<file path="config.mk">
export PLATFORM = sky130hd
export DESIGN_NAME = pedestrian_request
export DESIGN_NICKNAME = d
export VERILOG_FILES = /design/src/rtl/pedestrian_pkg.sv /design/src/rtl/button_debounce.sv /design/src/rtl/pedestrian_request.sv
export SDC_FILE = /design/constraint.sdc
export NUM_CORES = 1
export LEC_CHECK = 0
export BUFFER_PORTS_ARGS = -buffer_cell sky130_fd_sc_hd__buf_4
export CAP_MARGIN = 20
export CORE_UTILIZATION = 35
export DETAILED_ROUTE_END_ITERATION = 10
export GPL_TIMING_DRIVEN = 1
export PLACE_DENSITY = 0.46
export SYNTH_ARGS = -nofsm -noshare
export SYNTH_HDL_FRONTEND = slang
export SYNTH_HIERARCHICAL = 1
export SYNTH_SLANG_ARGS = --single-unit
</file>
<file path="constraint.sdc">
create_clock -name pin3_clk_16mhz -period 2.8 [get_ports pin3_clk_16mhz]
set_input_delay 0 -clock pin3_clk_16mhz [delete_from_list [all_inputs] [get_ports pin3_clk_16mhz]]
set_output_delay 0 -clock pin3_clk_16mhz [all_outputs]
set_load 0.1 [all_outputs]
</file>
<file path="src/rtl/pedestrian_pkg.sv">
// Shared types for the pedestrian crossing controller:
// phase encoding and lamp patterns per phase.
package pedestrian_pkg;

  typedef enum logic [2:0] {
    CAR_GREEN,
    CAR_YELLOW,
    ALLRED1,
    PED_GREEN,
    PED_FLASH,
    ALLRED2
  } state_e;

  typedef struct packed {
    logic green;
    logic yellow;
    logic red;
    logic ped_green;
    logic ped_red;
  } lamps_t;

  localparam lamps_t LAMPS_CAR_GREEN = '{
    green: 1'b1, yellow: 1'b0, red: 1'b0,
    ped_green: 1'b0, ped_red: 1'b1
  };
  localparam lamps_t LAMPS_CAR_YELLOW = '{
    green: 1'b0, yellow: 1'b1, red: 1'b0,
    ped_green: 1'b0, ped_red: 1'b1
  };
  localparam lamps_t LAMPS_ALLRED = '{
    green: 1'b0, yellow: 1'b0, red: 1'b1,
    ped_green: 1'b0, ped_red: 1'b1
  };
  localparam lamps_t LAMPS_PED_GREEN = '{
    green: 1'b0, yellow: 1'b0, red: 1'b1,
    ped_green: 1'b1, ped_red: 1'b0
  };
  localparam lamps_t LAMPS_PED_DARK = '{
    green: 1'b0, yellow: 1'b0, red: 1'b1,
    ped_green: 1'b0, ped_red: 1'b0
  };

  // Flash phase blinks ped_green; pedestrian red stays dark.
  function automatic lamps_t lamps_for(
    input state_e s,
    input logic   flash
  );
    lamps_t l;
    unique case (s)
      CAR_GREEN:  l = LAMPS_CAR_GREEN;
      CAR_YELLOW: l = LAMPS_CAR_YELLOW;
      ALLRED1:    l = LAMPS_ALLRED;
      ALLRED2:    l = LAMPS_ALLRED;
      PED_GREEN:  l = LAMPS_PED_GREEN;
      PED_FLASH:  l = flash ? LAMPS_PED_GREEN
                            : LAMPS_PED_DARK;
      default:    l = LAMPS_ALLRED;
    endcase
    return l;
  endfunction

endpackage

</file>
<file path="src/rtl/button_debounce.sv">
// Push-button conditioning: two-flop synchroniser,
// stability counter, and a one-clock rising-edge pulse.
module button_debounce #(
  parameter int DEBOUNCE_CLKS = 160000
) (
  input  logic clk_i,
  input  logic rst_i,
  input  logic btn_i,
  output logic rise_o
);

  localparam int CW = (DEBOUNCE_CLKS > 2)
                    ? $clog2(DEBOUNCE_CLKS) : 1;
  localparam logic [CW-1:0] CNT_LAST =
    CW'(DEBOUNCE_CLKS - 1);

  logic          sync1_q;
  logic          sync2_q;
  logic          deb_q;
  logic          deb_d;
  logic [CW-1:0] cnt_q;
  logic [CW-1:0] cnt_d;
  logic          differ;
  logic          accept;

  assign differ = sync2_q != deb_q;
  assign accept = differ && (cnt_q == CNT_LAST);

  // Accept the new level once it has held long enough.
  always_comb begin
    deb_d = deb_q;
    cnt_d = '0;
    if (accept) begin
      deb_d = sync2_q;
    end else if (differ) begin
      cnt_d = cnt_q + 1'b1;
    end
  end

  // Pulse on the clock the debounced level goes high.
  assign rise_o = accept && sync2_q;

  // Synchroniser and debounce state.
  always_ff @(posedge clk_i) begin
    if (rst_i) begin
      sync1_q <= 1'b0;
      sync2_q <= 1'b0;
      deb_q   <= 1'b0;
      cnt_q   <= '0;
    end else begin
      sync1_q <= btn_i;
      sync2_q <= sync1_q;
      deb_q   <= deb_d;
      cnt_q   <= cnt_d;
    end
  end

endmodule

</file>
<file path="src/rtl/pedestrian_request.sv">
// Demand-driven pedestrian crossing controller:
// prescaler, phase timer, request latch and phase FSM.
module pedestrian_request
  import pedestrian_pkg::*;
#(
  parameter int TIMER_SCALE   = 16000000,
  parameter int T_GREEN_MIN   = 10,
  parameter int T_YELLOW      = 3,
  parameter int T_ALLRED      = 2,
  parameter int T_PED_GREEN   = 6,
  parameter int T_PED_FLASH   = 4,
  parameter int DEBOUNCE_CLKS = 160000
) (
  input  logic pin3_clk_16mhz,
  input  logic reset,
  input  logic pin9_ped_button,
  output logic pin4_green,
  output logic pin5_yellow,
  output logic pin6_red,
  output logic pin7_ped_green,
  output logic pin8_ped_red,
  output logic pin10_wait
);

  localparam int PW = (TIMER_SCALE > 2)
                    ? $clog2(TIMER_SCALE) : 1;
  localparam int M1 = (T_GREEN_MIN > T_YELLOW)
                    ? T_GREEN_MIN : T_YELLOW;
  localparam int M2 = (M1 > T_ALLRED) ? M1 : T_ALLRED;
  localparam int M3 = (M2 > T_PED_GREEN)
                    ? M2 : T_PED_GREEN;
  localparam int TMAX = (M3 > T_PED_FLASH)
                      ? M3 : T_PED_FLASH;
  localparam int TW = $clog2(TMAX + 1);

  logic [PW-1:0] pre_q;
  logic [PW-1:0] pre_d;
  logic          tick;
  state_e        state_q;
  state_e        state_d;
  logic [TW-1:0] timer_q;
  logic [TW-1:0] timer_d;
  logic          req_q;
  logic          req_d;
  logic          flash_q;
  logic          flash_d;
  logic          rise;
  logic          req_ok;
  logic          ped_enter;
  lamps_t        lamps;

  button_debounce #(
    .DEBOUNCE_CLKS(DEBOUNCE_CLKS)
  ) u_debounce (
    .clk_i  (pin3_clk_16mhz),
    .rst_i  (reset),
    .btn_i  (pin9_ped_button),
    .rise_o (rise)
  );

  // Prescaler: one tick every TIMER_SCALE clocks.
  always_comb begin
    tick  = pre_q == PW'(TIMER_SCALE - 1);
    pre_d = tick ? '0 : pre_q + 1'b1;
  end

  // Phase sequencing and the in-phase tick count.
  always_comb begin
    state_d = state_q;
    timer_d = timer_q;
    if (tick) begin
      unique case (state_q)
        CAR_GREEN:
          if (req_q &&
              timer_q >= TW'(T_GREEN_MIN - 1))
            state_d = CAR_YELLOW;
        CAR_YELLOW:
          if (timer_q == TW'(T_YELLOW - 1))
            state_d = ALLRED1;
        ALLRED1:
          if (timer_q == TW'(T_ALLRED - 1))
            state_d = PED_GREEN;
        PED_GREEN:
          if (timer_q == TW'(T_PED_GREEN - 1))
            state_d = PED_FLASH;
        PED_FLASH:
          if (timer_q == TW'(T_PED_FLASH - 1))
            state_d = ALLRED2;
        ALLRED2:
          if (timer_q == TW'(T_ALLRED - 1))
            state_d = CAR_GREEN;
        default:
          state_d = CAR_GREEN;
      endcase
      if (state_d != state_q) begin
        timer_d = '0;
      end else if (state_q == CAR_GREEN) begin
        if (timer_q != TW'(T_GREEN_MIN))
          timer_d = timer_q + 1'b1;
      end else begin
        timer_d = timer_q + 1'b1;
      end
    end
  end

  // Request latch; entering PED_GREEN clears it and wins.
  always_comb begin
    req_ok = (state_q == CAR_GREEN)  ||
             (state_q == CAR_YELLOW) ||
             (state_q == ALLRED1)    ||
             (state_q == ALLRED2);
    ped_enter = (state_d == PED_GREEN) &&
                (state_q != PED_GREEN);
    req_d = req_q;
    if (rise && req_ok)
      req_d = 1'b1;
    if (ped_enter)
      req_d = 1'b0;
    flash_d = ~timer_d[0];
  end

  // All state registers.
  always_ff @(posedge pin3_clk_16mhz) begin
    if (reset) begin
      pre_q   <= '0;
      state_q <= CAR_GREEN;
      timer_q <= '0;
      req_q   <= 1'b0;
      flash_q <= 1'b0;
    end else begin
      pre_q   <= pre_d;
      state_q <= state_d;
      timer_q <= timer_d;
      req_q   <= req_d;
      flash_q <= flash_d;
    end
  end

  assign lamps          = lamps_for(state_q, flash_q);
  assign pin4_green     = lamps.green;
  assign pin5_yellow    = lamps.yellow;
  assign pin6_red       = lamps.red;
  assign pin7_ped_green = lamps.ped_green;
  assign pin8_ped_red   = lamps.ped_red;
  assign pin10_wait     = req_q;

endmodule

</file>
# Yosys cells after proc, flatten, opt, wreduce, memory -nomap -nowiden
# Index checks and enable logic that the tools add are counted.
[word_totals]
register_bits = 54
out_inout_bits = 6
inputBits = 3
[classes]
n_mux = 15
eq_ne = 17
magnitude_cmp = 1
bitwise_logic = 2
add_sub_neg = 3
n_reduce_logical = 13
[ops]
columns = ["cell", "count"]
rows = [
  ["adder 24 x 1 -> 24 bit, second input constant", 1],
  ["== test 24 bit, second input constant", 1],
  ["2-to-1 mux 3 bit", 8],
  ["case mux 5 bit (4 select lines)", 1],
  ["adder 18 x 1 -> 18 bit, second input constant", 1],
  ["== test 18 bit, second input constant", 1],
  ["case mux 3 bit (6 select lines)", 1],
  ["2-to-1 mux 4 bit", 3],
  ["== test 3 x 2 -> 1 bit, second input constant", 3],
  ["== test 4 x 2 -> 1 bit, second input constant", 2],
  ["== test 3 bit, second input constant", 2],
  ["inequality test 3 x 2 -> 1 bit, second input constant", 2],
  ["logical AND 1 bit", 5],
  ["adder 4 x 1 -> 4 bit, second input constant", 1],
  ["== test 4 x 1 -> 1 bit, second input constant", 1],
  ["== test 4 x 3 -> 1 bit, second input constant", 1],
  ["greater-or-equal comparator 4 bit, second input constant", 1],
  ["inequality test 4 bit, second input constant", 1],
  ["OR reduction 2 bit", 2],
  ["== test 3 x 1 -> 1 bit, second input constant", 1],
  ["zero test 3 bit", 1],
  ["logical OR 1 bit", 3],
  ["inequality test 3 bit", 1],
  ["OR reduction 3 bit", 1],
  ["other kinds (5)", 6],
]

# Logic depth before layout (Yosys ltp)
# Gate-level depths: netlist (run 1).
[depth]
ltp_word = 9
depth_mapped = 9

# Modules after synthesis
# The synthesis (run 1) kept the hierarchy.
[by_module_without_submodules]
columns = ["mod", "instances", "cells_each", "area_each_um2"]
rows = [
  ["pedestrian_request", 1, 215, 1885.6],
  ["button_debounce", 1, 106, 1001.0],
]

# Worst setup path before layout (run 1)
# Ideal clock, no wire load.
[synth_path]
path_type = "register to register"
from = "register state_q[1]"
to = "register timer_q[1]"
slack_ps = -40
stages_incl_launch_ff = 7
t_arrival_ps = 2714
n_path_buf = 1
period_less_slack_ps = 2840
t_required_ps = 2674
path_cell_list = "dfxtp_1 buf_2 or2_2 nor2_1 nand2_1 o21ai_0 o22ai_1"
[synth_between]
elab_chain_cells = 6
[synth_rtl]
columns = ["element", "line", "source"]
rows = [
  ["start, declared", "pedestrian_request.sv:39", "state_e state_q;"],
  ["start signal, assigned", "pedestrian_request.sv:132", "state_q <= state_d;"],
  ["== test 3 bit, or another cell as far along", "pedestrian_request.sv:72", "unique case (state_q)"],
  ["case mux 3 bit (6 select lines)", "pedestrian_request.sv:72", ""],
  ["2-to-1 mux 3 bit", "pedestrian_request.sv:71", "if (tick) begin"],
  ["inequality test 3 bit", "pedestrian_request.sv:95", "if (state_d != state_q) begin"],
  ["inequality test 3 x 2 -> 1 bit (no line)", "--", ""],
  ["AND reduction 2 bit (no line)", "--", ""],
  ["end signal, assigned", "pedestrian_request.sv:133", "timer_q <= timer_d;"],
  ["end, declared", "pedestrian_request.sv:41", "logic [TW-1:0] timer_q;"],
]
# Several ways; a longest one is shown, not always the timed one. The select of a mux whose other input is x is not followed.
# A chain may end at the register's enable or synchronous reset.

==> flow_summary.toml, run 1 <==
[outcome]
outcome = "complete, no violations"

[grt]
grt_pass1_vias = 2098
overflow = 0
antenna_found_initial = 0
grt_usage = 0.144
grt_start_max_net_pins = 17
grt_pass1_wl_um = 9960

[logic_synthesis]
synth_seq_area_share = 0.375
yosys_register_bits = 54
synth_area_mm2 = 0.00289
ys_warn_count = 6
syn_area_per_cell_um2 = 8.99
synthCells = 321
synthFlopType = "dfxtp_1"
synthesis.nets = 330
synth_edf_count = 0
synthArstFlopShare = 0
yosysUniqueCellTypes = 63

[cts]
cts_buffers = 5
insertion_delay_ns = 0.31
clockBufferDepth = 2
cts-root-buf = "clkbuf_8"
ctsResizeCount = 0
htreeDepth = 2
cts.sinks = 54
cts_tree = "yes"
clkTransAtPathRegs_ns = 0.10

[detailed_routing]
top_layer = "met4"
first_pass_iters = 6
wl_um = 5810
drc = 0
dr_total_vias = 2202
routed-wl-met2_um = 2330
drtIter0Drc = 46
vias_per_cell = 5.10
routedWlPerCell_um = 13.5
met3WireLength_um = 124
ant_nets = 0
wl_met1_um = 3280

[layout]
area_growth_syn_to_layout_pct = 9.32
nets = 338
layout_commonest_cell = "dfxtp_1"
design_area_mm2 = 0.00316
drive_gt1_frac = 0.127
fin_cells = 432
mostFrequentLayoutCells = "dfxtp_1, nor2_1, nand2_1, xor2_1, nand3_1"
nFillCells = 816
num_antenna_cells = 0

[critical_path]
crit_path_end_kind = "register"
arrival_ns = 2.38
critPathKind = "register to register"
slowest_delay_ns = 0.69
crit_slowest_cell = "dfxtp_1"
worstRegToRegCells = 6
path_cells = "nor3b_4, a21bo_1, and3_4, a2111oi_4, nand2_2, mux2i_1"
cp.required_ns = 3.05
crit_path_start_kind = "register"
worstPathMaxFanout = 16

[place]
post-place-cells = 421
place_congestion = 0.751
port_buffers = 8
placed_cell_area_mm2 = 0.00302
hpwlAfterDp_um = 4030

[flow_run]
cap_violations = 0

[floorplan]
row_count = 32
placeableCoreArea_mm2 = 0.00785
ios = 9
initial_utilization = 0.368
die_w_um = 92.8
dieArea_mm2 = 0.00861
fp.dieH_um = 92.8

[sta]
fin_crit_sh = 0.763
finalHoldViolCount = 0
hold_ws_ns = 0.467
fin_crit_ns = 2.14
clock_skew_ns = 0.00664
drv_slew = 0
tns_ns = 0
rsz0062_at_grt = "false"
setup_viol = 0
max_slew_margin = 0.625
fmax_mhz = 468
tightest_slew_ns = 0.562

[hold_path]
hold_class = "register to register"
hold_depth = 1

[power]
power_density_mw_per_mm2 = 417
peakVddDrop_mv = 0.218
leakage_nw = 1.12
-- flip-flops by register name (all words and copies together), names as in the netlist, named ones only --
| name | count |
|---|---|
| state_q | 3 |
| timer_q | 3 |
| pin10_wait | 1 |
| flash_q | 1 |
| pre_q | 24 |
| u_debounce/cnt_q | 18 |
| u_debounce/sync1_q | 1 |
| u_debounce/deb_q | 1 |
| u_debounce/sync2_q | 1 |
-- worst max-delay path, delay by kind of cell (launching register included) --
kind	cells	cell delay, ns
AOI/OAI and AO/OA	2	0.63
DFF	1	0.69
and+or+nand+nor	3	0.64
muxes	1	0.13
-- cells in the mapped netlist, drive strengths merged (2+ instances only) --
cell / count / area, µm²
nand2: 21 / 83.8
and3b: 2 / 17.5
nor4bb: 2 / 20.0
o22ai: 2 / 12.5
or3: 4 / 35.0
and3: 6 / 47.5
nor3b: 4 / 46.3
ha: 6 / 75.1
xor2: 19 / 166
dfxtp: 54 / 1080
nor3: 3 / 15.0
nor2: 52 / 195
nand2b: 2 / 12.5
o311ai: 2 / 17.5
a21oi: 11 / 55.1
mux2i: 5 / 50.1
or2: 2 / 12.5
nor2b: 3 / 18.8
nand4b: 2 / 17.5
clkbuf: 3 / 11.3
and4: 3 / 27.5
nand3: 20 / 118
o21ai: 8 / 51.3
nor4: 11 / 83.8
inv: 12 / 45.0
buf: 8 / 57.6
nand4: 13 / 124
nor4b: 4 / 53.8
and2: 3 / 18.8
xnor2: 17 / 149
-- cells by family (layout without fill, tap and decap cells) --
kind of cell,count (synthesis),count (layout),synth area share
AND/OR/NAND/NOR,159,159,0.334
flip-flops,54,54,0.375
AO/OA/AOI/OAI,37,37,0.0954
XOR/XNOR,36,36,0.109
buffers and inverters,23,32,0.0394
adder cells (fa/ha/maj),6,6,0.0260
multiplexers,6,6,0.0212
-- worst paths after layout --
kind | slack, ns | to | start
max reg2reg | 0.66 | register | state_q[0]
min reg2reg | 0.47 | u_debounce/sync2_q | u_debounce/sync1_q
min | 0.47 | u_debounce/sync2_q | u_debounce/sync1_q
max | 0.66 | register | state_q[0]
-- power breakdown --
| part | internal, mW | switching, mW | total (mW) | leakage (nW) |
|---|---|---|---|---|
| Sequential | 0.774 | 0.00637 | 0.780 | 0.436 |
| Combinational | 0.0122 | 0.0177 | 0.0299 | 0.629 |
| Clock | 0.250 | 0.255 | 0.505 | 0.0575 |
-- metrics by stage --
step	worst slack, ns	util	total power [mW]
after detailed placement	0.693	0.384	0.825
after global routing	0.467	0.402	1.37
after floorplan	0.388	-	0.815
final	0.663	0.402	1.31
after global placement	0.715	0.384	0.825
after CTS	0.648	0.402	1.34
-- per-layer routing --
| metal | up-vias | track usage |
|---|---|---|
| li1 | 1152 | - |
| met1 | 1022 | 0.203 |
| met2 | 22 | 0.213 |
| met3 | 6 | 0.0304 |
| met4 | 0 | 0.0577 |
| met5 | - | 0 |
-- final cells by class --
class                   count  area, µm²  share of cell area
clock buffers               8        110              0.0349
inverters                  12       45.0              0.0143
multi-input cells         244       1690               0.537
flip-flops and latches     54       1080               0.343
well taps                 102        128              0.0404
repair buffers             12       97.6              0.0309
-- timing repair --
| action | in CTS | in global routing |
|---|---|---|
| buffers inserted | 0 | 0 |
| hold buffers | 3 | 0 |
| hold endpoints to repair | 8 | 0 |
Note: power is estimated with default switching activity, not from simulation.
==> inputs of run 2 (changes only) <==
- ABC_AREA: not set -> 1
- clock period: 2.8 -> 2.2 ns (I/O delays scaled with it)
==> run 2 against run 1 <==
Net effect:
- sequential share of layout area fell by 3.0 points
- final cell count increased by 33%
- synthesized cell count increased by 42%
- clock-buffer cell count down 2
- global-route usage grew 0.35 points
- flip-flop and latch count is the same
- die area rose by 8.5%
- fmax increased by 13%
- total power increased by 31%
- setup slack got worse by 0.35 ns
- via count up 22%
- clock power up 36%
- critical path type unchanged
- highest routed layer unchanged
==> flow_summary.toml, run 2 <==
[logic_synthesis]
synthCells = 456
synth.area.top_cells = "dfxtp_1, nand2_1, nor2_1"
synth_edf_count = 0
synthArstFlopShare = 0
yosys_register_bits = 54
yosysTopAreaCell = "dfxtp_1"
post-synth-top-count-cell = "nand2_1"
synth_seq_area_share = 0.345
synth_top_area_frac = 0.345
ys_warn_count = 6
yosys-top-cells-count = "nand2_1, nor2_1, dfxtp_1"
synth_area_mm2 = 0.00314
yosysUniqueCellTypes = 38
synthFlopType = "dfxtp_1"
syn_area_per_cell_um2 = 6.88
synthesis.nets = 465

[detailed_routing]
ant_nets = 0
wl_um = 6570
routedWlPerCell_um = 11.4
drtIter0Drc = 61
first_pass_iters = 4
dr_total_vias = 2693
vias_per_cell = 4.68
drc = 0

[layout]
largest_reg_flops = 24
nFillCells = 956
layout_commonest_cell = "nand2_1"
num_antenna_cells = 0
area_growth_syn_to_layout_pct = 10.1
final_util = 0.398
multi_input_area_mm2 = 0.00180
top_register = "pre_q"
drive_gt1_frac = 0.179
nets = 477
top_regs = "pre_q: 24 flops, u_debounce/cnt_q: 18 flops"
mostFrequentLayoutCells = "nand2_1, nor2_1, dfxtp_1"
regArea_mm2 = 0.00108

[power]
leakage_nw = 1.26
peakVddDrop_mv = 0.275
internal-power_mw = 1.36
pwr-share-comb = 0.023
clkPwrFrac = 0.400
switching_share = 0.205
power_density_mw_per_mm2 = 497
switching_power_uw = 353
p_seq_frac = 0.577

[critical_path]
crit_slowest_cell = "dfxtp_1"
slowest_delay_ns = 0.38
crit_family = "simple AND/OR/NAND/NOR gates"
reg2reg_from = "pre_q[0]"
crit_path_end_kind = "register"
path_cells = "ha_1, nand2_1, nor2_2, nand2_2, nor2_4, nand3_2, nand2_2, buf_4, nor3b_1"
critPathKind = "register to register"
worstPathMaxFanout = 9
reg2reg_slack_ns = 0.31
worstRegToRegCells = 9
r2r_end = "pre_q[5]"
cp.required_ns = 2.40
cp.buffers_inverters = 1
crit_path_start_kind = "register"
crit_top_cell = "nand2_2"
arrival_ns = 2.09

[place]
port_buffers = 8
hpwlAfterDp_um = 5070
pre_cts_ws_ns = 0.301
place_congestion = 0.821

[grt]
antenna_found_initial = 0
grt_pass1_wl_um = 11600
overflow = 0
grt_start_max_net_pins = 18
grt_pass1_vias = 2546
grt_usage = 0.148

[sta]
drv_slew = 0
fin_crit_ns = 1.89
fmax_mhz = 530
setup_viol = 0
tightest_slew_ns = 0.412
fin_crit_sh = 0.857
worst_slack_ns = 0.314
rsz0062_at_grt = "false"
max_slew_margin = 0.725
clock_skew_ns = 0.0148
finalHoldViolCount = 0

[outcome]
outcome = "complete, no violations"

[floorplan]
row_count = 34
fp.dieH_um = 96.7
initial_utilization = 0.361
ios = 9
dieArea_mm2 = 0.00935
placeableCoreArea_mm2 = 0.00868
die_w_um = 96.7

[cts]
clkTransAtPathRegs_ns = 0.09
insertion_delay_ns = 0.31
cts_buffers = 5
cts.sinks = 54
postCtsSetupRepairBufs = 0
cts_tree = "yes"
clockBufferDepth = 2
cts-root-buf = "clkbuf_8"
ctsResizeCount = 0
ctsHoldBuffers = 3
htreeDepth = 2

[hold_path]
min_to = "u_debounce/sync2_q"
min-delay-start = "u_debounce/sync1_q"
hold_depth = 2
hold_class = "register to register"

[flow_run]
cap_violations = 0
## run 2: cell count changes in the layout (fill, tap and decap cells not counted), moves of 6 or more
cell,before,now
inv_1,12,48
inv_2,0,10
a21oi_1,11,17
nor4_1,10,2
xnor2_1,17,3
nand2_2,2,10
nand3_2,1,7
nor2_2,1,22
nand2_1,19,100
nor3_1,3,15
nor2_1,51,68
## run 2: per-layer routing
layer | vias up | track usage | share of wire
li1 | 1469 | - | -
met1 | 1204 | 0.198 | 0.52
met2 | 18 | 0.249 | 0.46
met3 | 2 | 0.0246 | 0.018
met4 | 0 | 0.0310 | 0.0055
met5 | - | 0 | 0
## run 2: how the worst max path moves through the flow
| stage | to | depth (start not counted) | from |
|---|---|---|---|
| 6_report | pre_q[5] | 9 | pre_q[0] |
| 5_1_grt | pre_q[5] | 9 | pre_q[0] |
| 4_1_cts | pre_q[5] | 9 | pre_q[0] |
| 3_5_place_dp | pre_q[5] | 9 | pre_q[0] |
| 3_3_place_gp | pre_q[4] | 9 | pre_q[0] |
| 2_1_floorplan | flash_q | 9 | state_q[1] |
## run 2: cell type report
class,instances,share of cell area
flip-flops and latches,54,0.313
well taps,108,0.0391
clock buffers,6,0.0239
clock inverters,1,0.00869
inverters,59,0.0652
multi-input cells,335,0.520
repair buffers,13,0.0304
## run 2: logic make-up (layout without fill, tap and decap cells)
logic type / Yosys count / in the layout / share of synthesized area
buffers and inverters: 67 / 79 / 0.0886
xor gates and xnor gates: 17 / 17 / 0.0475
adders and majority gates: 6 / 6 / 0.0239
and+or+nand+nor: 280 / 280 / 0.436
DFF: 54 / 54 / 0.345
AOI/OAI and AO/OA: 32 / 32 / 0.0594
## run 2: power groups by stage
stage | Combinational (mW) | Sequential (mW) | Clock [mW]
after floorplan | 0.0268 | 1.01 | 0
after global placement | 0.0354 | 1.01 | 0
after detailed placement | 0.0357 | 1.01 | 0
after CTS | 0.0400 | 0.991 | 0.719
after global routing | 0.0450 | 0.992 | 0.751
final | 0.0391 | 0.990 | 0.688
## run 2: metrics by stage
step / std cells / power [mW] / setup TNS (ns) / instance area, µm² / hold slack, ns
global route: 576 / 1.79 / 0 / 3450 / 0.422
CTS: 576 / 1.75 / 0 / 3450 / 0.413
floorplan: 456 / 1.04 / -0.184 / 3170 / 0.0691
detailed placement: 566 / 1.05 / 0 / 3310 / 0.208
global placement: 566 / 1.05 / 0 / 3310 / 0.203
finish: 576 / 1.72 / 0 / 3450 / 0.409
## run 2: worst min-delay path: cells and delay by family, from the launching register on
kind / cells / cell delay (ns)
DFF: 1 / 0.31
buffers and inverters: 1 / 0.04
and+or+nand+nor: 1 / 0.03
==> inputs of run 3 (changes only) <==
- CTS_CLUSTER_SIZE: not set -> 30
- SYNTH_HIERARCHICAL: 1 -> not set
==> run 3 against run 2 <==
Net effect:
- setup slack worse by 0.018 ns
- combinational power about the same
- largest power group unchanged
- critical path type unchanged
- largest cell class unchanged
- utilization barely moved
==> flow_summary.toml, run 3 <==
[outcome]
outcome = "complete, no violations"

[power]
power_density_mw_per_mm2 = 489
peakVddDrop_mv = 0.243
leakage_nw = 1.18
p_seq_frac = 0.610
clkPwrFrac = 0.365
internal-power_mw = 1.24
switching_power_uw = 384
pwr-share-comb = 0.024
switching_share = 0.236

[grt]
grt_pass1_vias = 2359
grt_start_max_net_pins = 20
grt_usage = 0.149
grt_pass1_wl_um = 10700
antenna_found_initial = 0
overflow = 0

[floorplan]
initial_utilization = 0.365
ios = 9
dieArea_mm2 = 0.00909
placeableCoreArea_mm2 = 0.00834
die_w_um = 95.3
row_count = 33
fp.dieH_um = 95.3

[logic_synthesis]
synth_xor_area_frac = 0.0517
ys_warn_count = 0
post-synth-top-count-cell = "nand2_1"
synth_top_area_frac = 0.355
yosys-top-cells-count = "nand2_1, nor2_1, dfxtp_1"
synthFlopType = "dfxtp_1"
syn_area_per_cell_um2 = 7.36
synth_edf_count = 0
synth_area_mm2 = 0.00305
synthSimpleGateAreaFrac = 0.404
synthCells = 414
synthMuxAreaShare = 0
synth_top_family_by_area = "simple AND/OR/NAND/NOR gates"
synth-compound-area-share = 0.0800
synth.area.top_cells = "dfxtp_1, nand2_1, nor2_1"
yosysTopAreaCell = "dfxtp_1"
synthArstFlopShare = 0
yosys_register_bits = 54
synthesis.nets = 423
yosysUniqueCellTypes = 39
synth_fa_ha_area_frac = 0.0246
synth_seq_area_share = 0.355

[detailed_routing]
dr_total_vias = 2501
routedWlPerCell_um = 11.4
drtIter0Drc = 60
drc = 0
wl_um = 6050
ant_nets = 0
first_pass_iters = 4
vias_per_cell = 4.71

[layout]
multi_input_area_mm2 = 0.00171
nets = 434
final_util = 0.398
fin_cells = 531
area_growth_syn_to_layout_pct = 8.83
regArea_mm2 = 0.00108
drive_gt1_frac = 0.183
top_register = "pre_q"
nFillCells = 905
largest_reg_flops = 24
mostFrequentLayoutCells = "nand2_1, nor2_1, dfxtp_1"
num_antenna_cells = 0
layout_commonest_cell = "nand2_1"
top_regs = "pre_q: 24 flops, u_debounce.cnt_q: 18 flops"

[critical_path]
path_cells = "ha_1, nand3_1, nand2_1, nand2_1, nor2_4, nand3_2, nand2_2, nand3_1, o21ai_1, and2_1"
cp_num_cells = 10
crit_path_start_kind = "register"
worstPathMaxFanout = 6
worstRegToRegCells = 10
cp.required_ns = 2.46
slowest_delay_ns = 0.47
crit_path_end_kind = "register"
critPathKind = "register to register"
cp.buffers_inverters = 0
crit_family = "simple AND/OR/NAND/NOR gates"
crit_slowest_cell = "dfxtp_1"
arrival_ns = 2.16
reg2reg_slack_ns = 0.30

[cts]
ctsHoldBuffers = 3
clkTransAtPathRegs_ns = 0.11
cts.sinks = 54
postCtsSetupRepairBufs = 0
ctsResizeCount = 0
htreeDepth = 2
cts_buffers = 5
cts-root-buf = "clkbuf_8"
clockBufferDepth = 2
insertion_delay_ns = 0.31
cts_tree = "yes"

[hold_path]
min-delay-start = "u_debounce.sync1_q"
hold_class = "register to register"

[place]
place_congestion = 0.814
post-place-cells = 520
hpwlAfterDp_um = 4580
port_buffers = 8

[flow_run]
cap_violations = 0

[sta]
max_slew_margin = 0.676
tns_ns = 0
fin_crit_sh = 0.865
setup_viol = 0
fin_crit_ns = 1.90
fmax_mhz = 525
drv_slew = 0
hold_ws_ns = 0.417
tightest_slew_ns = 0.486
clock_skew_ns = 0.00826
finalHoldViolCount = 0
rsz0062_at_grt = "false"
-- run 3: tightest hold or removal path: stages (launching register included) --
cell	delay, ns
dfxtp_1	0.31
inv_1	0.04
nor2_1	0.03
-- run 3: how the worst min path moves through the flow --
stage,end,slack [ns],depth (start not counted)
after detailed placement,u_debounce.sync1_q,0.21,3
after global placement,u_debounce.sync1_q,0.21,3
after CTS,u_debounce.sync2_q,0.42,2
final,u_debounce.sync2_q,0.42,2
after global routing,u_debounce.sync2_q,0.44,2
after floorplan,u_debounce.sync1_q,0.11,2
-- run 3: kinds of logic after synthesis --
logic type / Yosys count
compound gates: 43
xor+xnor: 18
flops: 54
simple gates: 233
buf+inv: 60
fa+ha+maj: 6
-- run 3: per-stage QoR --
| step | power, mW | setup WS, ns | instance area [µm²] |
|---|---|---|---|
| 2_1_floorplan | 1.04 | 0.0693 | 3050 |
| 3_3_place_gp | 1.05 | 0.279 | 3190 |
| 3_5_place_dp | 1.05 | 0.324 | 3190 |
| 4_1_cts | 1.66 | 0.286 | 3320 |
| 5_1_grt | 1.70 | 0.106 | 3320 |
| 6_report | 1.62 | 0.297 | 3320 |
-- run 3: power by group through the flow --
stage / Combinational (mW) / Sequential, mW / Clock [mW]
final: 0.0393 / 0.990 / 0.593
after CTS: 0.0399 / 0.990 / 0.629
after global placement: 0.0361 / 1.01 / 0
after detailed placement: 0.0356 / 1.01 / 0
after global routing: 0.0453 / 0.992 / 0.662
after floorplan: 0.0244 / 1.01 / 0
-- run 3: layer usage --
layer / part of all wire / track usage
met1: 0.53 / 0.199
met2: 0.44 / 0.244
met3: 0.023 / 0.0263
met4: 0.0089 / 0.0417
met5: 0 / 0
-- run 3: layout make-up --
class                   instances  share of cell area
clock buffers                   5              0.0207
clock inverters                 3             0.00868
multi-input cells             300               0.515
well taps                     105              0.0396
flip-flops and latches         54               0.326
repair buffers                 14              0.0339
inverters                      50              0.0566
